## config.mk

```make
export PLATFORM = sky130hd
export DESIGN_NAME = p_pipeline_ctrl
export DESIGN_NICKNAME = d
export VERILOG_FILES = /design/src/rtl/p_pipeline_ctrl_pkg.sv /design/src/rtl/p_sat_counter.sv /design/src/rtl/p_pipeline_ctrl.sv
export SDC_FILE = /design/constraint.sdc
export NUM_CORES = 1
export LEC_CHECK = 0
export CAP_MARGIN = 20
export CORE_MARGIN = 5
export CORE_UTILIZATION = 28
export DETAILED_ROUTE_END_ITERATION = 10
export GPL_ROUTABILITY_DRIVEN = 0
export HOLD_SLACK_MARGIN = 0.06
export PLACE_DENSITY = 0.88
export REMOVE_ABC_BUFFERS = 1
export SLEW_MARGIN = 25
export SYNTH_ARGS = -nofsm -noshare
export SYNTH_HDL_FRONTEND = slang
export SYNTH_SLANG_ARGS = --single-unit
```

## constraint.sdc

```tcl
create_clock -name clk -period 1.4 [get_ports clk]
set_input_delay 0.28 -clock clk [delete_from_list [all_inputs] [get_ports clk]]
set_output_delay 0.28 -clock clk [all_outputs]
set_load 0.005 [all_outputs]
```

## src/rtl/p_pipeline_ctrl_pkg.sv

```systemverilog
// Shared types for the pipeline stall/flush sequencer: I-fetch tracking states and the
// bundle of register enable/flush controls driven into the datapath.
package p_pipeline_ctrl_pkg;

    localparam logic [1:0] I_IDLE_ENC    = 2'd0;
    localparam logic [1:0] I_WAIT_ENC    = 2'd1;
    localparam logic [1:0] I_DISCARD_ENC = 2'd2;

    typedef enum logic [1:0] {
        I_IDLE    = I_IDLE_ENC,
        I_WAIT    = I_WAIT_ENC,
        I_DISCARD = I_DISCARD_ENC
    } i_state_t;

    typedef struct packed {
        logic load_pc;
        logic pc_redirect;
        logic load_if_id;
        logic load_id_ex;
        logic load_ex_mem;
        logic load_mem_wb;
        logic flush_if_id;
        logic flush_id_ex;
    } pipe_ctrl_t;

endpackage

```

## src/rtl/p_sat_counter.sv

```systemverilog
// Saturating up-counter with synchronous active-high reset; holds at all-ones.
module p_sat_counter #(
    parameter int unsigned CNT_W = 32
) (
    input  logic             clk,
    input  logic             rst,
    input  logic             inc,
    output logic [CNT_W-1:0] count
);

    always_ff @(posedge clk) begin
        if (rst) begin
            count <= '0;
        end else if (inc && (count != '1)) begin
            count <= count + 1'b1;
        end
    end

endmodule

```

## src/rtl/p_pipeline_ctrl.sv

```systemverilog
// Stall/flush sequencer for the 5-stage RV32I pipeline.
// Optional performance counters are built only when PIPE_PERF_CNT_EN is defined.
module p_pipeline_ctrl
    import p_pipeline_ctrl_pkg::*;
#(
    parameter int unsigned CNT_W = 32
) (
    input  logic             clk,
    input  logic             rst,
    input  logic             imem_req,
    input  logic             imem_resp,
    input  logic             dmem_req,
    input  logic             dmem_resp,
    input  logic             load_use,
    input  logic             br_mispredict,
    output logic             load_pc,
    output logic             pc_redirect,
    output logic             load_if_id,
    output logic             load_id_ex,
    output logic             load_ex_mem,
    output logic             load_mem_wb,
    output logic             flush_if_id,
    output logic             flush_id_ex,
    output logic [CNT_W-1:0] istall_cnt,
    output logic [CNT_W-1:0] dstall_cnt,
    output logic [CNT_W-1:0] flush_cnt
);

    i_state_t   i_state, i_state_nxt;
    logic       redirect_pend, redirect_pend_nxt;
    logic       dstall, istall, redirect_fire;
    pipe_ctrl_t ctrl;

    assign dstall = dmem_req & ~dmem_resp;
    assign istall = (i_state != I_IDLE) ? ~imem_resp : (imem_req & ~imem_resp);

    // A deferred redirect is applied once the wrong-path fetch has returned; if that
    // return coincided with a D-side stall the redirect waits in I_IDLE instead of being lost.
    assign redirect_fire = redirect_pend &
                           ((i_state == I_DISCARD) ? imem_resp : (i_state == I_IDLE));

    always_comb begin
        i_state_nxt       = i_state;
        redirect_pend_nxt = redirect_pend;
        ctrl              = '0;
        if (!rst) begin
            unique case (i_state)
                I_IDLE:    if (imem_req && !imem_resp) i_state_nxt = I_WAIT;
                I_WAIT:    if (imem_resp && !redirect_pend) i_state_nxt = I_IDLE;
                I_DISCARD: if (imem_resp) i_state_nxt = I_IDLE;
                default:   i_state_nxt = I_IDLE;
            endcase

            if (dstall) begin
                ctrl = '0;
            end else if (br_mispredict) begin
                ctrl.load_if_id  = 1'b1;
                ctrl.load_id_ex  = 1'b1;
                ctrl.load_ex_mem = 1'b1;
                ctrl.load_mem_wb = 1'b1;
                ctrl.flush_if_id = 1'b1;
                ctrl.flush_id_ex = 1'b1;
                if (istall) begin
                    i_state_nxt       = I_DISCARD;
                    redirect_pend_nxt = 1'b1;
                end else begin
                    ctrl.load_pc      = 1'b1;
                    ctrl.pc_redirect  = 1'b1;
                    i_state_nxt       = I_IDLE;
                    redirect_pend_nxt = 1'b0;
                end
            end else if (redirect_fire) begin
                ctrl.load_pc      = 1'b1;
                ctrl.pc_redirect  = 1'b1;
                ctrl.load_if_id   = 1'b1;
                ctrl.load_id_ex   = 1'b1;
                ctrl.load_ex_mem  = 1'b1;
                ctrl.load_mem_wb  = 1'b1;
                ctrl.flush_if_id  = 1'b1;
                redirect_pend_nxt = 1'b0;
            end else if (load_use || istall) begin
                ctrl.flush_id_ex = 1'b1;
                ctrl.load_id_ex  = 1'b1;
                ctrl.load_ex_mem = 1'b1;
                ctrl.load_mem_wb = 1'b1;
            end else begin
                ctrl.load_pc     = 1'b1;
                ctrl.load_if_id  = 1'b1;
                ctrl.load_id_ex  = 1'b1;
                ctrl.load_ex_mem = 1'b1;
                ctrl.load_mem_wb = 1'b1;
            end
        end
    end

    always_ff @(posedge clk) begin
        if (rst) begin
            i_state       <= I_IDLE;
            redirect_pend <= 1'b0;
        end else begin
            i_state       <= i_state_nxt;
            redirect_pend <= redirect_pend_nxt;
        end
    end

    assign load_pc     = ctrl.load_pc;
    assign pc_redirect = ctrl.pc_redirect;
    assign load_if_id  = ctrl.load_if_id;
    assign load_id_ex  = ctrl.load_id_ex;
    assign load_ex_mem = ctrl.load_ex_mem;
    assign load_mem_wb = ctrl.load_mem_wb;
    assign flush_if_id = ctrl.flush_if_id;
    assign flush_id_ex = ctrl.flush_id_ex;

`ifdef PIPE_PERF_CNT_EN
    logic istall_inc, dstall_inc, flush_inc;

    assign istall_inc = istall & ~rst;
    assign dstall_inc = dstall & ~rst;
    assign flush_inc  = br_mispredict & ~dstall & ~rst;

    p_sat_counter #(.CNT_W(CNT_W)) u_istall_cnt (
        .clk   (clk),
        .rst   (rst),
        .inc   (istall_inc),
        .count (istall_cnt)
    );

    p_sat_counter #(.CNT_W(CNT_W)) u_dstall_cnt (
        .clk   (clk),
        .rst   (rst),
        .inc   (dstall_inc),
        .count (dstall_cnt)
    );

    p_sat_counter #(.CNT_W(CNT_W)) u_flush_cnt (
        .clk   (clk),
        .rst   (rst),
        .inc   (flush_inc),
        .count (flush_cnt)
    );
`else
    assign istall_cnt = '0;
    assign dstall_cnt = '0;
    assign flush_cnt  = '0;
`endif

endmodule

```

==> results <==
## placed cells by master, fill, tap and decap left out, types with 2 or more instances in the layout
| master | count |
|---|---|
| a211oi_1 | 2 |
| a21oi_1 | 4 |
| buf_2 | 5 |
| buf_4 | 15 |
| clkbuf_2 | 6 |
| clkbuf_8 | 3 |
| conb_1 | 96 |
| dfxtp_4 | 2 |
| dlygate4sd2_1 | 3 |
| inv_1 | 2 |
| nand2b_4 | 3 |
| nor2_1 | 2 |
| nor2b_1 | 3 |
| nor3_4 | 2 |
## final timing paths
kind / start / end / slack, ns / cells after the start
hold / removal: imem_resp / i_state[1]$_SDFF_PP0_ / 0.41 / 3
setup reg to reg: i_state[1]$_SDFF_PP0_ / redirect_pend$_SDFFE_PP0P_ / 0.21 / 3
hold reg to reg: redirect_pend$_SDFFE_PP0P_ / redirect_pend$_SDFFE_PP0P_ / 0.62 / 3
setup / recovery: i_state[1]$_SDFF_PP0_ / flush_id_ex / -0.11 / 4
## per-stage QoR
step | util (%) | worst slack [ns]
CTS | 28.5 | -0.139
finish | 28.3 | -0.113
detailed placement | 26.3 | -0.755
global placement | 26.3 | -0.680
floorplan | - | 0.198
global route | 28.3 | -0.156
## cell families (layout without fill, tap and decap cells)
logic type	Yosys count	count (layout)
DFF	3	3
and+or+nand+nor	17	17
buffers and inverters	103	38
other	1	96
AOI/OAI and AO/OA	14	14
## critical path, stage by stage, from the launching register on
cell     delay (ns)
dfxtp_4        0.37
nor3_4         0.14
a21oi_2        0.05
o311a_2        0.33
buf_2          0.13
## routing by layer
metal	GRT usage (%)	vias to the layer above	share of wire [%]
li1	-	304	-
met1	5.87	296	28
met2	11.5	70	51
met3	3.60	6	19
met4	4.47	0	2.5
met5	0	-	0
## power groups by stage
stage                     Clock, mW  Combinational, mW  Sequential (mW)
after floorplan                   0             0.0938           0.0929
after global placement            0              0.185           0.0927
after detailed placement          0              0.190           0.0927
after CTS                     0.253              0.188           0.0903
after global routing          0.268              0.227           0.0911
final                         0.251              0.200           0.0908
## area by class of cell
class / count / area, µm² / share of cell area, %
well taps: 48 / 60.1 / 5.89
flip-flops and latches: 3 / 67.6 / 6.63
clock buffers: 4 / 45.0 / 4.42
inverters: 3 / 11.3 / 1.10
repair buffers: 31 / 216 / 21.2
multi-input cells: 127 / 619 / 60.7
## flip-flops by register name (all words and copies together) (netlist names)
name	count
i_state	2
redirect_pend	1
## repair_timing
action,CTS,global route
hold endpoints to repair,0,0
buffers inserted,2,0
gates resized for setup,49,12
endpoints found under the setup margin,9,8
pin swaps,7,3
==> results.md <==
- The core region is 3610 µm².
- Clock tree synthesis selected as its root buffer the cell clkbuf_8.
- The cell internal power dissipation is 0.356 mW.
- In this run the count of I/O pins placed on the die edge is 112.
- The largest fanout of any net on the critical path is 4.
- Summed over its instances, the top area cell type makes up 72.1% of the synthesized netlist area.
- In this run, CTS created clock tree buffers numbering 3.
- The number of buffers inserted by hold repair at cts is 0.
- The most used standard cell by instance count after synthesis is buf_4.
- The count of antenna diodes in the layout is 0.
- The routed wire length per instance is 8.99 µm.
- On the final layout, the worst hold slack is 0.415 ns.
- The combined area of all synthesized cells is 1020 µm².
- After clock tree synthesis, the clock-pin slew on the worst setup and hold paths is 0.03 ns.
- The type of element capturing the critical path is an output port.
- Setup repair after global routing could not meet its margin everywhere.
- The kind of launch point of the worst setup path is a flop.
- The maximum level of the CTS H-tree is 1.
- The die is 70.4 µm wide.
- After technology mapping, the gate count stands at 138.
- The design draws 0.541 mW.
- Among all flip-flop cells after synthesis, the most frequent one is dfxtp_1.
- Across all layers, the routed design uses 676 vias.
- The via count normalized by instance count is 3.13.
- For this run the aggregate overflow at the end of global routing stands at 0.
- The top achievable clock speed is 661 MHz.
- Summed over all layers, the routed wires come to 1940 µm.
- The final worst clock skew is 0.000309 ns.
- The number of antenna violations at the first check in global routing was 0.
- For this run, design rule violations remaining after detail routing come to 0.
- The type of the most critical hold path is in2reg.
- The number of hold violations in the final report was 0.
- Of the cells placed in the final design, the portion with a size suffix greater than 1 is 26.2%.
- The initialized floorplan defines 22 standard-cell rows.
- The peak ir drop on the vdd network is 0.000171 V.
- The run finished, with violations left.
- At the later pin of the worst-skew pair, clock insertion delay measures 0.21 ns.
- The post-synthesis simple-gate area fraction is 10.8%.
- Entering global routing, the biggest net connects 6 pins.
- The net total in the final layout is 177.
- After routing, the total negative slack on setup checks comes to -0.417 ns.
- The number of standard cells in the final layout excluding fillers is 216.
- Setup slack on the critical path of the routed design comes to -0.113 ns.
- The average instance in the mapped netlist occupies 7.40 µm².
- The number of enable flip-flop cells after synthesis is 0.
- In the synthesized netlist, mux cells make up 0% of the area.
- The count of buffers inserted at the top-level ports is 15.
- The post-synthesis share of cell area spent on xor and xnor gates is 0%.
- The synthesized-area fraction occupied by adder cells is 0%.
- The finished cells cover 1020 µm².
- The die footprint is 4950 µm².
- The setup-violating endpoint count in the final report is 5.
- The all-layer global routing usage is 6.66%.
- The maximum buffer depth of the clock tree is 2.
- The first-pass GRT wire length is 2610 µm.
- In this run, synthesis produced a sequential element count of 3.
- Across the run, the number of max-cap violations was 0.
- The switching portion of total power is 34.3%.
- The power per standard cell area is 531 nW/µm².
- The instance area at placement is 948 µm².
- The sequential-to-total area share from yosys stat is 5.88%.
- The count of warnings emitted by yosys is 0.
- The starting density of the core is 28.3%.
- Data on the critical path is required at its endpoint by 1.12 ns.
- The dominant combinational cell family by area after synthesis is buffers and inverters.
- The CTS tree is built.
- The part of the total power dissipated in sequential elements is 16.8%.
- The pre-antenna-repair detailed-routing pass consisted of 2 iterations.
- The number of global-route vias before repair was 638.
- The final critical path time including I/O delays and setup is 1.51 ns.
- After detailed placement, the design holds a cell count of 210.
- The vertical die dimension is 70.4 µm.
- After synthesis, the most frequently instantiated cells are buf_4 (98), a21oi_1 (6), nand2b_1 (4).
- The violation count after the first detailed-route iteration is 9.
- In this run the static leakage power is 0.610 nW.
- Counting every sink on the clock net gives 3.
- The logic gate share of total power is 36.9%.
- The area fraction in compound gates after synthesis is 8.95%.
- The final reports fail on setup timing.
- The distinct cell type count of the synthesized netlist is 24.
- The switching power of the nets is 0.186 mW.
- The async set or reset register ratio after synthesis is 0%.
- The number of pins exceeding their max-slew limit in the final report was 0.
- After filler insertion, the fill cell instance count of the layout stands at 412.
- For the worst setup path, the data arrival time is 1.23 ns.
- The library cell with the largest summed area after synthesis is buf_4.
- The post-detailed-placement half-perimeter wirelength is 1660 µm.
- The relative area change from synthesis to final layout is -0.122%.
- The post-route clock period utilization is 108%.
- The antenna violation net count after detailed routing is 0.
- By area the synthesized netlist is led by buf_4 (72%), dfxtp_1 (5.9%), a21oi_1 (2.9%), nand2b_1 (2.5%), nor2b_1 (1.8%).
- The share of total power dissipated in the clock network is 46.3%.
- The critical path in this run is classified as reg2out.
(Power assumes the default switching activity.)
